**config.mk**
```make
export PLATFORM = sky130hd
export DESIGN_NAME = multicycle_ctrl
export DESIGN_NICKNAME = d
export VERILOG_FILES = /design/src/rtl/multicycle_pkg.sv /design/src/rtl/mem_wait_timer.sv /design/src/rtl/multicycle_ctrl.sv
export SDC_FILE = /design/constraint.sdc
export NUM_CORES = 1
export LEC_CHECK = 0
export CORE_MARGIN = 2
export CORE_UTILIZATION = 52
export CTS_CLUSTER_DIAMETER = 80
export CTS_CLUSTER_SIZE = 25
export DETAILED_ROUTE_END_ITERATION = 16
export MAX_ROUTING_LAYER = met4
export PLACE_DENSITY = 0.91
export SYNTH_ARGS = -nofsm -noshare
export SYNTH_HDL_FRONTEND = slang
export SYNTH_SLANG_ARGS = --single-unit
```
**constraint.sdc**
```tcl
create_clock -name Clock -period 7.9 [get_ports Clock]
set_clock_uncertainty 0.2 [all_clocks]
set_input_delay 1.975 -clock Clock [delete_from_list [all_inputs] [get_ports Clock]]
set_output_delay 1.975 -clock Clock [all_outputs]
set_load 0.02 [all_outputs]
```
**src/rtl/multicycle_pkg.sv**
```systemverilog
// rtl/multicycle_pkg.sv - shared encodings for the multi-cycle control FSM
package multicycle_pkg;

  // Opcodes (IR[31:26]) of the supported MIPS subset
  localparam logic [5:0] OP_RTYPE = 6'b000000;
  localparam logic [5:0] OP_LW    = 6'b100011;
  localparam logic [5:0] OP_SW    = 6'b101011;
  localparam logic [5:0] OP_BEQ   = 6'b000100;
  localparam logic [5:0] OP_BNE   = 6'b000101;
  localparam logic [5:0] OP_J     = 6'b000010;
  localparam logic [5:0] OP_JAL   = 6'b000011;
  localparam logic [5:0] OP_ADDI  = 6'b001000;
  localparam logic [5:0] OP_SLTI  = 6'b001010;
  localparam logic [5:0] OP_ANDI  = 6'b001100;
  localparam logic [5:0] OP_ORI   = 6'b001101;

  // R-type funct selecting jr
  localparam logic [5:0] FUNCT_JR = 6'b001000;

  typedef enum logic [3:0] {
    ST_IDLE   = 4'd0,
    ST_FETCH  = 4'd1,
    ST_DECODE = 4'd2,
    ST_EXEC   = 4'd3,
    ST_MEM_RD = 4'd4,
    ST_MEM_WR = 4'd5,
    ST_WB     = 4'd6,
    ST_BRANCH = 4'd7,
    ST_JUMP   = 4'd8,
    ST_FAULT  = 4'd9
  } state_t;

  // PC mux select as seen by the datapath
  localparam logic [1:0] PC_SRC_JUMP   = 2'b00;
  localparam logic [1:0] PC_SRC_BRANCH = 2'b01;
  localparam logic [1:0] PC_SRC_JR     = 2'b10;
  localparam logic [1:0] PC_SRC_PC4    = 2'b11;

  localparam logic [1:0] ALU_ADD   = 2'b00;
  localparam logic [1:0] ALU_SUB   = 2'b01;
  localparam logic [1:0] ALU_FUNCT = 2'b10;
  localparam logic [1:0] ALU_IMM   = 2'b11;

  localparam logic [1:0] FAULT_NONE    = 2'b00;
  localparam logic [1:0] FAULT_TIMEOUT = 2'b01;
  localparam logic [1:0] FAULT_ILLEGAL = 2'b10;

  // Instruction classes; every state decision works on these
  typedef enum logic [3:0] {
    CLS_R   = 4'd0,
    CLS_JR  = 4'd1,
    CLS_LW  = 4'd2,
    CLS_SW  = 4'd3,
    CLS_BEQ = 4'd4,
    CLS_BNE = 4'd5,
    CLS_J   = 4'd6,
    CLS_JAL = 4'd7,
    CLS_IMM = 4'd8,
    CLS_ILL = 4'd9
  } inst_class_t;

  function automatic inst_class_t classify(input logic [5:0] op, input logic [5:0] funct);
    inst_class_t cls;
    case (op)
      OP_RTYPE: cls = (funct == FUNCT_JR) ? CLS_JR : CLS_R;
      OP_LW:    cls = CLS_LW;
      OP_SW:    cls = CLS_SW;
      OP_BEQ:   cls = CLS_BEQ;
      OP_BNE:   cls = CLS_BNE;
      OP_J:     cls = CLS_J;
      OP_JAL:   cls = CLS_JAL;
      OP_ADDI, OP_SLTI, OP_ANDI, OP_ORI: cls = CLS_IMM;
      default:  cls = CLS_ILL;
    endcase
    return cls;
  endfunction

endpackage

```
**src/rtl/mem_wait_timer.sv**
```systemverilog
// rtl/mem_wait_timer.sv - saturating cycle counter for memory-ready waits
module mem_wait_timer
  import multicycle_pkg::*;
#(
  parameter int TIMEOUT = 15
) (
  input  logic Clock,
  input  logic Reset,
  input  logic clear,
  input  logic count_en,
  output logic expired
);

  localparam int TW = $clog2(TIMEOUT + 1);

  logic [TW-1:0] count_q;

  // Count non-ready wait cycles, holding at TIMEOUT until cleared
  always_ff @(posedge Clock) begin
    if (Reset || clear) begin
      count_q <= '0;
    end else if (count_en && (count_q != TW'(TIMEOUT))) begin
      count_q <= count_q + TW'(1);
    end
  end

  assign expired = (count_q == TW'(TIMEOUT));

endmodule

```
**src/rtl/multicycle_ctrl.sv**
```systemverilog
// rtl/multicycle_ctrl.sv - multi-cycle control FSM for the MIPS-subset datapath
module multicycle_ctrl
  import multicycle_pkg::*;
#(
  parameter int TIMEOUT = 15,
  parameter int CNT_W   = 32
) (
  input  logic             Clock,
  input  logic             Reset,
  input  logic [5:0]       op,
  input  logic [5:0]       funct,
  input  logic             Zero,
  input  logic             mem_ready,
  output logic             inst_req,
  output logic             data_req,
  output logic             data_we,
  output logic             ir_write,
  output logic             pc_write,
  output logic [1:0]       pc_source,
  output logic             branch_eq,
  output logic             branch_ne,
  output logic             jump,
  output logic             alu_src,
  output logic [1:0]       alu_op,
  output logic             reg_write,
  output logic             reg_dst,
  output logic             mem_to_reg,
  output logic             link,
  output logic             fault,
  output logic [1:0]       fault_code,
  output logic [CNT_W-1:0] inst_count
);

  state_t      state_q;
  state_t      state_d;
  inst_class_t cls;
  logic        wait_state;
  logic        timer_expired;
  logic        timeout_hit;
  logic        retire;
  logic [1:0]  fault_code_q;
  logic [CNT_W-1:0] count_q;

  assign cls         = classify(op, funct);
  assign wait_state  = (state_q == ST_FETCH) || (state_q == ST_MEM_RD) || (state_q == ST_MEM_WR);
  // A ready on the timeout cycle still completes the request
  assign timeout_hit = wait_state && timer_expired && !mem_ready;
  assign retire      = (state_q == ST_WB) || (state_q == ST_BRANCH) || (state_q == ST_JUMP) ||
                       ((state_q == ST_MEM_WR) && mem_ready);

  mem_wait_timer #(
    .TIMEOUT (TIMEOUT)
  ) u_timer (
    .Clock    (Clock),
    .Reset    (Reset),
    .clear    (state_d != state_q),
    .count_en (wait_state && !mem_ready),
    .expired  (timer_expired)
  );

  // State register
  always_ff @(posedge Clock) begin
    if (Reset) begin
      state_q <= ST_IDLE;
    end else begin
      state_q <= state_d;
    end
  end

  // Next-state decode
  always_comb begin
    state_d = state_q;
    case (state_q)
      ST_IDLE: state_d = ST_FETCH;
      ST_FETCH: begin
        if (mem_ready)        state_d = ST_DECODE;
        else if (timeout_hit) state_d = ST_FAULT;
      end
      ST_DECODE: begin
        case (cls)
          CLS_JR, CLS_J, CLS_JAL:         state_d = ST_JUMP;
          CLS_BEQ, CLS_BNE:               state_d = ST_BRANCH;
          CLS_R, CLS_LW, CLS_SW, CLS_IMM: state_d = ST_EXEC;
          default:                        state_d = ST_FAULT;
        endcase
      end
      ST_EXEC: begin
        if (cls == CLS_LW)      state_d = ST_MEM_RD;
        else if (cls == CLS_SW) state_d = ST_MEM_WR;
        else                    state_d = ST_WB;
      end
      ST_MEM_RD: begin
        if (mem_ready)        state_d = ST_WB;
        else if (timeout_hit) state_d = ST_FAULT;
      end
      ST_MEM_WR: begin
        if (mem_ready)        state_d = ST_FETCH;
        else if (timeout_hit) state_d = ST_FAULT;
      end
      ST_WB, ST_BRANCH, ST_JUMP: state_d = ST_FETCH;
      ST_FAULT: state_d = ST_FAULT;
      default:  state_d = ST_IDLE;
    endcase
  end

  // Output decode from the current state, mem_ready and Zero
  always_comb begin
    inst_req   = 1'b0;
    data_req   = 1'b0;
    data_we    = 1'b0;
    ir_write   = 1'b0;
    pc_write   = 1'b0;
    pc_source  = PC_SRC_JUMP;
    branch_eq  = 1'b0;
    branch_ne  = 1'b0;
    jump       = 1'b0;
    alu_src    = 1'b0;
    alu_op     = ALU_ADD;
    reg_write  = 1'b0;
    reg_dst    = 1'b0;
    mem_to_reg = 1'b0;
    link       = 1'b0;
    fault      = 1'b0;
    case (state_q)
      ST_FETCH: begin
        inst_req  = 1'b1;
        pc_source = PC_SRC_PC4;
        ir_write  = mem_ready;
        pc_write  = mem_ready;
      end
      ST_EXEC, ST_WB: begin
        if (cls == CLS_LW || cls == CLS_SW) begin
          alu_src = 1'b1;
          alu_op  = ALU_ADD;
        end else if (cls == CLS_IMM) begin
          alu_src = 1'b1;
          alu_op  = ALU_IMM;
        end else begin
          alu_op  = ALU_FUNCT;
        end
        if (state_q == ST_WB) begin
          reg_write  = 1'b1;
          reg_dst    = (cls == CLS_R);
          mem_to_reg = (cls == CLS_LW);
        end
      end
      ST_MEM_RD: begin
        data_req = 1'b1;
        alu_src  = 1'b1;
      end
      ST_MEM_WR: begin
        data_req = 1'b1;
        data_we  = 1'b1;
        alu_src  = 1'b1;
      end
      ST_BRANCH: begin
        alu_op    = ALU_SUB;
        pc_source = PC_SRC_BRANCH;
        branch_eq = (cls == CLS_BEQ);
        branch_ne = (cls == CLS_BNE);
        pc_write  = ((cls == CLS_BEQ) && Zero) || ((cls == CLS_BNE) && !Zero);
      end
      ST_JUMP: begin
        jump      = 1'b1;
        pc_write  = 1'b1;
        pc_source = (cls == CLS_JR) ? PC_SRC_JR : PC_SRC_JUMP;
        link      = (cls == CLS_JAL);
        reg_write = (cls == CLS_JAL);
      end
      ST_FAULT: fault = 1'b1;
      default: ;
    endcase
  end

  // Fault cause latch and retired-instruction counter
  always_ff @(posedge Clock) begin
    if (Reset) begin
      fault_code_q <= FAULT_NONE;
      count_q      <= '0;
    end else begin
      if ((state_q != ST_FAULT) && (state_d == ST_FAULT)) begin
        fault_code_q <= timeout_hit ? FAULT_TIMEOUT : FAULT_ILLEGAL;
      end
      if (retire) begin
        count_q <= count_q + CNT_W'(1);
      end
    end
  end

  assign fault_code = fault_code_q;
  assign inst_count = count_q;

endmodule

```
# Word-level counts from Yosys, hierarchy flattened
# Memories as Yosys holds them, arrays and structs flattened.
# Index checks and enable logic that the tools add are counted.
# word_totals
register_bits	42
out_inout_bits	52
in_bits	16
elab_cells	98
mem_count	1
romBits	64
# memory_table
name	depth	word_bits	read_ports	rd_clocked_by_memory_dff	wr	line	text
(no name shown)	16	4	1	0	0	multicycle_ctrl.sv:80	case (cls)
# classes
eq_ne	32
muxes	34
reduce_logical	25
addsub	2
# op_table
op	n
adder 32 x 1 -> 32 bit, second input constant	1
case mux 4 bit (8 select lines)	1
== test 6 x 4 -> 1 bit, second input constant	5
== test 4 x 3 -> 1 bit, second input constant	7
case mux 4 bit (7 select lines)	1
== test 4 bit, second input constant	5
two-way mux 1 bit	18
== test 4 x 2 -> 1 bit, second input constant	4
two-way mux 4 bit	4
== test 6 x 2 -> 1 bit, second input constant	2
== test 6 x 3 -> 1 bit, second input constant	2
== test 6 bit, second input constant	2
two-way mux 2 bit	5
== test 4 x 1 -> 1 bit, second input constant	2
logical AND 1 bit	8
logical NOT 4 bit	2
logical OR 1 bit	8
inequality test 4 bit, second input constant	2
OR reduction 4 bit	2
logical NOT 6 bit	1
case mux 2 bit (3 select lines)	1
adder 4 x 1 -> 4 bit, second input constant	1
inequality test 4 bit	1
case mux 1 bit (2 select lines)	2
4 further kinds	6

# Logic depth before layout (Yosys ltp)
# Gate-level depths: netlist (run 1).
# logic_depth
word_depth	10
mapped_depth	8
ltp_nobuf	7

# Cells and area by module
# Synthesis (run 1) repeated with hierarchy kept, for this count alone.
# unflattened
hier_cells	334
area_unflattened_um2	2593.7
# modules_own_cells
mod	area_each_um2	n_inst	cells_each	seq_area_each_um2
multicycle_ctrl	2382.3	1	312	760.7
mem_wait_timer	211.5	1	22	80.1

# Worst setup path before layout (run 1)
# OpenSTA, ideal clock, no wires.
# synth_path
kind	input to output
start	input op[1]
end	output reg_write
slack_ps	2008
path_buffers	1
arrival_time_ps	3717
required_time_ps	5725
stages	6
cell_sequence	clkbuf_1 -> nor3b_2 -> nand4_1 -> nand3_1 -> nor3b_1 -> or2_2
# synth_via
elab_chain_cells	5
elab_cells_between_ends	15
classes_between	eq/ne: 11; mux: 2; reduce/logical: 2
# synth_rtl
item	line	text
start: declaration	multicycle_ctrl.sv:10	input logic [5:0] op,
== test 6 x 4 -> 1 bit	multicycle_pkg.sv:64	case (op)
OR reduction 4 bit	multicycle_pkg.sv:64	
case mux 4 bit (8 select lines) *	multicycle_pkg.sv:64	
== test 4 x 3 -> 1 bit *	multicycle_ctrl.sv:168	reg_write = (cls == CLS_JAL);
case mux 1 bit (2 select lines) *	multicycle_ctrl.sv:124	case (state_q)
end: declaration	multicycle_ctrl.sv:25	output logic reg_write,
# Every way passes the cells marked *; elsewhere a longest branch is shown, timed or not.

# Worst setup path in the final report (run 1)
# layout_path
start	input op[5]
end	output pc_write
# layout_via
elab_chain_cells	7
elab_cells_between_ends	19
classes_between	eq/ne: 12; mux: 2; reduce/logical: 5
# layout_rtl
item	line	text
== test 6 x 4 -> 1 bit	multicycle_pkg.sv:64	
OR reduction 4 bit	multicycle_pkg.sv:64	
case mux 4 bit (8 select lines) *	multicycle_pkg.sv:64	
== test 4 x 3 -> 1 bit	multicycle_ctrl.sv:161	pc_write = ((cls == CLS_BEQ) && Zero) || ((cls == CLS_BNE) && !Zero);
logical AND 1 bit	multicycle_ctrl.sv:161	
logical OR 1 bit *	multicycle_ctrl.sv:161	
case mux 1 bit (3 select lines) *	multicycle_ctrl.sv:124	
end: declaration	multicycle_ctrl.sv:18	output logic pc_write,
# Marks and branches as above.

==> results of run 1 <==
cell type report:
| class | count | area share (%) |
|---|---|---|
| clock inverters | 2 | 0.4228 |
| multi-input cells | 253 | 47.23 |
| well taps | 54 | 2.075 |
| flip-flops and latches | 42 | 25.83 |
| clock buffers | 6 | 2.229 |
| repair buffers | 68 | 20.83 |
| inverters | 12 | 1.384 |
metal layers:
| metal | up-vias | GRT usage [%] | wire length, um |
|---|---|---|---|
| li1 | 1249 | - | - |
| met1 | 1135 | 29.43 | 2636 |
| met2 | 83 | 39.64 | 2939 |
| met3 | 7 | 4.115 | 361 |
| met4 | 0 | 7.677 | 88 |
| met5 | - | - | 0 |
per-stage QoR:
stage / hold slack [ns] / area, um^2
floorplan: 0.2536 / 2497
global placement: 0.2656 / 3169
detailed placement: 0.2800 / 3169
CTS: 0.2917 / 3256
global route: 0.3230 / 3256
finish: 0.2829 / 3256
kinds of logic after synthesis:
| group | count (synthesis) | share of synthesized area, % |
|---|---|---|
| flip-flops | 42 | 33.67 |
| AO/OA/AOI/OAI | 46 | 12.27 |
| multiplexers | 1 | 0.4008 |
| adder cells (fa/ha/maj) | 2 | 1.002 |
| XOR/XNOR | 32 | 11.22 |
| buffers and inverters | 29 | 4.759 |
| AND/OR/NAND/NOR | 172 | 36.67 |
cells in the final DEF, fill, tap and decap left out, drive strengths merged, types with 3 or more instances in the layout:
| cell | netlist | final |
|---|---|---|
| nor3 | 15 | 15 |
| a31oi | 4 | 4 |
| a21oi | 15 | 15 |
| xor2 | 21 | 21 |
| clkdlybuf4s50 | 0 | 67 |
| nand2 | 28 | 28 |
| nor2 | 50 | 50 |
| or3 | 7 | 7 |
| nor3b | 5 | 5 |
| nand4b | 3 | 3 |
| nor2b | 3 | 3 |
| nand4 | 13 | 13 |
| nand2b | 7 | 7 |
| a211oi | 4 | 4 |
| dfxtp | 42 | 42 |
| clkbuf | 14 | 6 |
| inv | 12 | 12 |
| or2 | 4 | 4 |
| xnor2 | 11 | 11 |
| nand3 | 19 | 19 |
| nor4 | 6 | 6 |
| and4 | 3 | 3 |
| o21ai | 11 | 11 |
| and3 | 3 | 3 |
how the worst min path moves through the flow:
stage | start | end | slack [ns] | cells after the start
after floorplan | u_timer.count_q[1]$_SDFFE_PP0P_ | u_timer.count_q[1]$_SDFFE_PP0P_ | 0.25 | 2
after global placement | fault_code[0]$_SDFFE_PP0P_ | fault_code[0]$_SDFFE_PP0P_ | 0.27 | 2
after detailed placement | fault_code[0]$_SDFFE_PP0P_ | fault_code[0]$_SDFFE_PP0P_ | 0.28 | 2
after CTS | fault_code[0]$_SDFFE_PP0P_ | fault_code[0]$_SDFFE_PP0P_ | 0.29 | 2
after global routing | u_timer.count_q[1]$_SDFFE_PP0P_ | u_timer.count_q[1]$_SDFFE_PP0P_ | 0.32 | 2
final | fault_code[0]$_SDFFE_PP0P_ | fault_code[0]$_SDFFE_PP0P_ | 0.28 | 2
flip-flops by register name, indices dropped and copies added (netlist names):
register         flops
inst_count          32
state_q              4
u_timer.count_q      4
fault_code           2
power groups by stage:
stage          Combinational, W  Sequential (W)  Clock [W]
2_1_floorplan         0.0000453        0.000221          0
6_report              0.0000665        0.000221   0.000134
3_5_place_dp          0.0000657        0.000225          0
5_1_grt               0.0000717        0.000221   0.000147
4_1_cts               0.0000661        0.000220   0.000137
3_3_place_gp          0.0000644        0.000225          0
worst register-to-register path, stage by stage (launching register included):
cell and delay (ns):
dfxtp_1 0.64, or4b_1 0.63, o21a_1 0.23, nor4_2 0.48, nand4_1 0.19, xor2_1 0.17, nor2_1 0.05
==> impl_metrics.json, run 1 <==
{
  "path_cells": "clkdlybuf4s50_1 > nor3_1 > nand4_1 > nand3_1 > nor2_1 > xor2_1 > o211ai_1 > clkdlybuf4s50_1",
  "antenna_cells": 0,
  "gp_congestion": 0.9274,
  "regToRegEndpoint": "inst_count[30]$_SDFFE_PP0P_",
  "crit_end": "pc_write",
  "cp_max_fo": 9,
  "cp_num_cells": 8,
  "critPathSlowestCell": "clkdlybuf4s50_1",
  "antenna_found_initial": 0,
  "worst_pin_slew_ns": 0.8132,
  "setup_tns_ns": 0,
  "synthArstFlopShare_pct": 0,
  "area_growth_pct": 30.36,
  "die_w_um": 73.30,
  "clock_sinks": 42,
  "avgViaCountPerCell": 5.661,
  "cp_data_required_time_ns": 5.73,
  "ir_drop_mv": 0.08451,
  "htreeDepth": 2,
  "startpoint_type": "primary input",
  "syn_nets": 342,
  "nFillCells": 364,
  "p_sw_share_pct": 27.44,
  "p_switching_w": 0.0001155,
  "synth_area_um2": 2497,
  "finalMaxSlewViolations": 0,
  "setup_viol": 0,
  "cts.root.buffer_cell": "clkbuf_8",
  "power.leakage_nw": 1.134,
  "netlist_top_cells_count": "nor2_1, dfxtp_1, nand2_1",
  "grt_usage_pct": 23.82,
  "slowest_delay_ns": 0.64,
  "yosysSeqAreaShare_pct": 33.67,
  "crit_start": "op[5]",
  "cts_hold_buf": 0,
  "r2r-start": "state_q[3]$_SDFF_PP0_",
  "fin_crit_sh_pct": 83.96,
  "die_area_um2": 5373,
  "critPathKind": "in -> out",
  "ioPinCount": 68,
  "power.share.clock_pct": 31.8,
  "grt_overflow": 0,
  "r2r_slack_ns": 5.19,
  "design.final.nets": 400,
  "synth_area_leader_cell": "dfxtp_1",
  "power-per-cell-area_nw_per_um2": 129.3,
  "regArea_um2": 840.8,
  "crit_top_cell": "clkdlybuf4s50_1",
  "ys_seq_elements": 42,
  "multiInputGateArea_um2": 1538,
  "drc": 0,
  "cts_buffers": 5,
  "hold_viol_final": 0,
  "yosys_warnings": 0,
  "synth_edf_count": 0,
  "fin_cells": 437,
  "p_total_w": 0.0004211,
  "crit_family": "buffers and inverters",
  "pwr-share-seq_pct": 52.4,
  "cp.arrival_ns": 4.46,
  "end_kind": "output port",
  "worst_slack_ns": 1.267,
  "clkLatencyLatePin_ns": 0.29,
  "drtIter0Drc": 248,
  "max_cap_violations": 0,
  "hpwl_mm": 4.407,
  "synth_area_leaders": "dfxtp_1, nor2_1, xor2_1",
  "num_vias": 2474,
  "synthCells": 324,
  "wl_mm": 6.026,
  "status": "complete, no violations",
  "cts_setup_buffers": 0,
  "initial_core_util_pct": 53.23,
  "core_area_um2": 4692,
  "rsz0062_at_grt": "no",
  "synth_cell_types": 52,
  "fin_crit_ns": 6.633,
  "first_pass_iters": 5,
  "dp.cells": 429,
  "grt_pass1_vias": 2208,
  "synth_most_common_cell": "nor2_1",
  "drive_above_1_share_pct": 5.222,
  "ys.flop_type": "dfxtp_1",
  "place_ws_ns": 1.271,
  "clock_path_buffers": 2,
  "grt_start_max_net_pins": 40,
  "clk_pin_slew_ns": 0.08,
  "post-route-util_pct": 69.39,
  "crit_buf_inv": 2,
  "reg2regPathDepth": 6,
  "p_int_w": 0.0003055,
  "tritoncts": "yes",
  "yosysTopAreaCellShare_pct": 33.67,
  "routedWlPerCell_um": 13.79,
  "avgSynthCellArea_um2": 7.708,
  "rows": 25,
  "grt_pass1_wl_mm": 9.984,
  "relSlewSlack_pct": 45.28,
  "antenna_left": 0,
  "die_h_um": 73.30,
  "cts_resized": 0,
  "io_buffers": 67,
  "fmax_mhz": 150.8,
  "hold_path_class": "reg -> reg",
  "combPwrFrac_pct": 15.8
}
No activity file was read; power rests on OpenSTA's default activity.
==> run 2, diff against run 1 <==
--- a/config.mk
+++ b/config.mk
@@ -6,12 +6,12 @@
 export NUM_CORES = 1
 export LEC_CHECK = 0
 export CORE_MARGIN = 2
-export CORE_UTILIZATION = 52
+export CORE_UTILIZATION = 44
 export CTS_CLUSTER_DIAMETER = 80
 export CTS_CLUSTER_SIZE = 25
 export DETAILED_ROUTE_END_ITERATION = 16
 export MAX_ROUTING_LAYER = met4
-export PLACE_DENSITY = 0.91
+export PLACE_DENSITY = 0.83
 export SYNTH_ARGS = -nofsm -noshare
 export SYNTH_HDL_FRONTEND = slang
 export SYNTH_SLANG_ARGS = --single-unit
==> constraint.sdc (replaced) <==
create_clock -name Clock -period 6 [get_ports Clock]
set_clock_uncertainty 0.2 [all_clocks]
set_input_delay 1.5 -clock Clock [delete_from_list [all_inputs] [get_ports Clock]]
set_output_delay 1.5 -clock Clock [all_outputs]
set_load 0.02 [all_outputs]
==> run 2 against run 1 <==
  * Register-to-register slack got worse by 1.9 ns
  * Sequential cell count unchanged
  * First-iteration DRC count increased by 4.8%
  * Critical path depth unchanged
  * Global-route usage decreased by 3.2 points
  * Combinational power increased by 33%
==> impl_metrics.json, run 2 (synthesis results as in run 1) <==
{
  "setup_tns_ns": 0,
  "cts_setup_buffers": 0,
  "antenna_left": 0,
  "end_kind": "output port",
  "ioPinCount": 68,
  "num_vias": 2526,
  "die_h_um": 79.34,
  "io_buffers": 67,
  "initial_core_util_pct": 45.35,
  "clock_path_buffers": 2,
  "crit_family": "buffers and inverters",
  "ir_drop_mv": 0.1087,
  "path_cells": "clkdlybuf4s50_1 > nor3_1 > nand4_1 > nand3_1 > nor2_1 > xor2_1 > o211ai_1 > clkdlybuf4s50_1",
  "fmax_mhz": 173.1,
  "clkLatencyLatePin_ns": 0.29,
  "largest_reg_flops": 32,
  "grt_pass1_wl_mm": 10.43,
  "hold_viol_final": 0,
  "crit_buf_inv": 2,
  "final_common_cell": "clkdlybuf4s50_1",
  "multiInputGateArea_um2": 1538,
  "power.leakage_nw": 1.151,
  "tritoncts": "yes",
  "area_growth_pct": 32.62,
  "final_cell_mix": "clkdlybuf4s50_1, nor2_1, dfxtp_1, nand2_1, xor2_1",
  "drive_above_1_share_pct": 5.483,
  "slowest_delay_ns": 0.64,
  "wl_mm": 6.273,
  "avgViaCountPerCell": 5.552,
  "core_area_um2": 5507,
  "gp_congestion": 0.8450,
  "rows": 27,
  "htreeDepth": 2,
  "cts_resized": 0,
  "cts.root.buffer_cell": "clkbuf_8",
  "drtIter0Drc": 260,
  "drc": 0,
  "cp_max_fo": 9,
  "fin_crit_ns": 5.777,
  "clk_pin_slew_ns": 0.08,
  "max_cap_violations": 0,
  "clock_sinks": 42,
  "grt_usage_pct": 20.58,
  "die_area_um2": 6295,
  "setup_viol": 0,
  "worst_pin_slew_ns": 0.7422,
  "design.final.nets": 401,
  "crit_top_cell": "clkdlybuf4s50_1",
  "antenna_found_initial": 0,
  "grt_start_max_net_pins": 40,
  "cp_data_required_time_ns": 4.30,
  "dp.cells": 448,
  "rsz0062_at_grt": "no",
  "antenna_cells": 0,
  "relSlewSlack_pct": 50.06,
  "hpwl_mm": 4.594,
  "cts_buffers": 5,
  "critPathSlowestCell": "clkdlybuf4s50_1",
  "grt_pass1_vias": 2289,
  "hold_path_class": "reg -> reg",
  "startpoint_type": "primary input",
  "die_w_um": 79.34,
  "first_pass_iters": 5,
  "critPathKind": "in -> out",
  "regArea_um2": 840.8,
  "cp.arrival_ns": 4.08,
  "cts_hold_buf": 0,
  "finalMaxSlewViolations": 0,
  "status": "complete, no violations",
  "power-per-cell-area_nw_per_um2": 183.0,
  "grt_overflow": 0,
  "nFillCells": 501,
  "fin_cells": 455,
  "routedWlPerCell_um": 13.79,
  "fin_crit_sh_pct": 96.28
}
[run 2: cell count changes in the layout (fill, tap and decap cells not counted)]
cell / delta
clkbuf_1: -1
clkinv_2: -1
clkinv_4: -1
bufinv_16: +1
clkbuf_8: +1
buf_4: +1
[run 2: final timing paths]
| kind | end | cells after the start | slack [ns] | start |
|---|---|---|---|---|
| min | fault_code[0]$_SDFFE_PP0P_ | 2 | 0.29 | fault_code[0]$_SDFFE_PP0P_ |
| min reg2reg | fault_code[0]$_SDFFE_PP0P_ | 2 | 0.29 | fault_code[0]$_SDFFE_PP0P_ |
| max | pc_write | 8 | 0.22 | op[5] |
| max reg2reg | inst_count[30]$_SDFFE_PP0P_ | 6 | 3.28 | state_q[1]$_SDFF_PP0_ |
[run 2: stage by stage]
stage	instance area (um^2)	util [%]	power (W)	setup slack (ns)	hold slack (ns)
floorplan	2497	-	0.0003506	1.058	0.2536
global placement	3199	58.10	0.0003826	0.3866	0.2674
detailed placement	3199	58.10	0.0003841	0.2410	0.2794
CTS	3312	60.15	0.0006109	0.2330	0.2907
global route	3312	60.15	0.0006311	0.05087	0.3075
finish	3312	60.15	0.0006060	0.2234	0.2866
[run 2: worst register-to-register path, cell delays in order (launching register included)]
cell and delay (ns):
dfxtp_1 0.53, or4b_1 0.74, o21a_1 0.24, nor4_2 0.49
nand4_1 0.19, xor2_1 0.17, nor2_1 0.05
[run 2: power breakdown]
part	internal [W]	leakage [nW]	total (W)	switching, W
combinational	0.0000391	0.755	0.0000884	0.0000492
sequential	0.000281	0.339	0.000290	0.00000912
clock	0.000133	0.0573	0.000227	0.0000940
[run 2: layout make-up]
| class | instances | area share, % |
|---|---|---|
| Multi-Input combinational cell | 253 | 46.43 |
| Sequential cell | 42 | 25.39 |
| Timing Repair Buffer | 69 | 20.70 |
| Tap cell | 72 | 2.720 |
| Clock buffer | 6 | 2.493 |
| Inverter | 12 | 1.360 |
| Clock inverter | 1 | 0.9067 |
[run 2: layer usage]
metal  vias to the layer above  wire length, um  GRT usage, %
li1                       1255                -             -
met1                      1190             2835         26.51
met3                         6              316         3.182
met4                         0               40         5.345
met5                         -                0             -
met2                        75             3082         33.90
==> run 3, diff against run 2 <==
--- a/config.mk
+++ b/config.mk
@@ -6,12 +6,12 @@
 export NUM_CORES = 1
 export LEC_CHECK = 0
 export CORE_MARGIN = 2
-export CORE_UTILIZATION = 44
+export CORE_UTILIZATION = 29
 export CTS_CLUSTER_DIAMETER = 80
 export CTS_CLUSTER_SIZE = 25
 export DETAILED_ROUTE_END_ITERATION = 16
 export MAX_ROUTING_LAYER = met4
-export PLACE_DENSITY = 0.83
+export PLACE_DENSITY = 0.61
 export SYNTH_ARGS = -nofsm -noshare
 export SYNTH_HDL_FRONTEND = slang
 export SYNTH_SLANG_ARGS = --single-unit
==> run 3 against run 2 <==
  * Sequential cell count did not move
  * Critical path type unchanged
  * Die area grew 49%
  * Sequential power about the same
  * Largest cell class unchanged
  * Register-to-register slack worse by 0.02 ns
  * Core utilization is 20 points lower
  * Routed wire length rose by 2.4%
  * Maximum frequency grew 0.99%
  * Final area up 0.49%
==> impl_metrics.json, run 3 (synthesis results as in run 1) <==
{
  "path_cells": "clkdlybuf4s50_1 > nor3_1 > nand4_1 > nand3_1 > nor2_1 > xor2_1 > o211ai_1 > clkdlybuf4s50_1",
  "fin_crit_sh_pct": 95.33,
  "p_sw_share_pct": 28.56,
  "area_growth_pct": 33.27,
  "antenna_left": 0,
  "worst_pin_slew_ns": 0.7095,
  "setup_viol": 0,
  "cts_hold_buf": 0,
  "final_common_cell": "clkdlybuf4s50_1",
  "clock_sinks": 42,
  "p_int_w": 0.0004025,
  "place_ws_ns": 0.2896,
  "cp_data_required_time_ns": 4.30,
  "finalMaxSlewViolations": 0,
  "core_area_um2": 8299,
  "gp_congestion": 0.7989,
  "clk_pin_slew_ns": 0.09,
  "cts_resized": 0,
  "design.final.nets": 401,
  "r2r-start": "state_q[3]$_SDFF_PP0_",
  "hold_viol_final": 0,
  "end_kind": "output port",
  "rows": 33,
  "drtIter0Drc": 136,
  "grt_usage_pct": 14.20,
  "regArea_um2": 840.8,
  "fin_crit_ns": 5.720,
  "power.leakage_nw": 1.142,
  "final_cell_mix": "clkdlybuf4s50_1, nor2_1, dfxtp_1, nand2_1, xor2_1",
  "rsz0062_at_grt": "no",
  "htreeDepth": 2,
  "r2r_slack_ns": 3.26,
  "crit_top_cell": "clkdlybuf4s50_1",
  "ioPinCount": 68,
  "slowest_delay_ns": 0.63,
  "p_switching_w": 0.0001609,
  "pwr-share-seq_pct": 51.6,
  "p_total_w": 0.0005634,
  "relSlewSlack_pct": 52.26,
  "largest_reg_flops": 32,
  "max_cap_violations": 0,
  "clkLatencyLatePin_ns": 0.30,
  "antenna_cells": 0,
  "first_pass_iters": 4,
  "cts_setup_buffers": 0,
  "avgViaCountPerCell": 5.022,
  "post-route-util_pct": 40.10,
  "hold_path_class": "reg -> reg",
  "die_area_um2": 9370,
  "fin_hold_ws_ns": 0.2931,
  "grt_start_max_net_pins": 40,
  "min_from": "fault_code[0]$_SDFFE_PP0P_",
  "hpwl_mm": 4.687,
  "crit_start": "op[5]",
  "combPwrFrac_pct": 15.5,
  "cts_buffers": 5,
  "status": "complete, no violations",
  "die_h_um": 96.80,
  "initial_core_util_pct": 30.09,
  "startpoint_type": "primary input",
  "io_buffers": 67,
  "fmax_mhz": 174.8,
  "grt_overflow": 0,
  "power-per-cell-area_nw_per_um2": 169.3,
  "setup_tns_ns": 0,
  "critPathSlowestCell": "clkdlybuf4s50_1",
  "multiInputGateArea_um2": 1538,
  "worst_slack_ns": 0.2802,
  "drc": 0,
  "tritoncts": "yes",
  "routedWlPerCell_um": 13.13,
  "ir_drop_mv": 0.09505,
  "cp_max_fo": 9,
  "num_vias": 2456,
  "clock_path_buffers": 2,
  "power.share.clock_pct": 32.9,
  "wl_mm": 6.421,
  "drive_above_1_share_pct": 5.729,
  "cp.arrival_ns": 4.02,
  "antenna_found_initial": 0,
  "cts.root.buffer_cell": "clkbuf_8",
  "grt_pass1_wl_mm": 11.11,
  "nFillCells": 849,
  "die_w_um": 96.80,
  "critPathKind": "in -> out",
  "grt_pass1_vias": 2330
}
[run 3: path summary, 6_finish.rpt]
path                                               endpoint  cells after the start
worst max-delay path                               pc_write                      8
worst min-delay path             fault_code[0]$_SDFFE_PP0P_                      2
worst max register to register  inst_count[30]$_SDFFE_PP0P_                      6
worst min register to register   fault_code[0]$_SDFFE_PP0P_                      2
[run 3: routing by layer]
layer / global-route usage, % / vias to the layer above / wire (um)
li1: - / 1253 / -
met1: 19.01 / 1133 / 3062
met3: 3.324 / 9 / 304
met5: - / - / 0
met4: 3.575 / 0 / 73
met2: 21.69 / 61 / 2981
[run 3: stage by stage]
stage	area, um^2	cells
after detailed placement	3241	481
after CTS	3328	489
after global placement	3241	481
final	3328	489
after floorplan	2497	324
after global routing	3328	489
[run 3: power groups by stage]
stage               Combinational [W]  Clock (W)  Sequential [W]
floorplan                   0.0000597          0        0.000291
global placement            0.0000870          0        0.000297
detailed placement          0.0000871          0        0.000297
CTS                         0.0000875   0.000194        0.000290
global route                0.0000951   0.000207        0.000292
finish                      0.0000874   0.000185        0.000291
[run 3: final cells by class]
| class | count | area share, % |
|---|---|---|
| multi-input combinational | 253 | 46.20 |
| tap | 105 | 3.947 |
| inverter | 12 | 1.353 |
| sequential | 42 | 25.26 |
| clock inverter | 3 | 0.5639 |
| clock buffer | 5 | 2.068 |
| timing repair buffer | 69 | 20.60 |
[run 3: worst max-delay path: cells and delay by family]
family                 cells  cell delay, ns
AND/OR/NAND/NOR            4            1.02
AO/OA/AOI/OAI              1            0.17
buffers and inverters      2            1.18
XOR/XNOR                   1            0.16
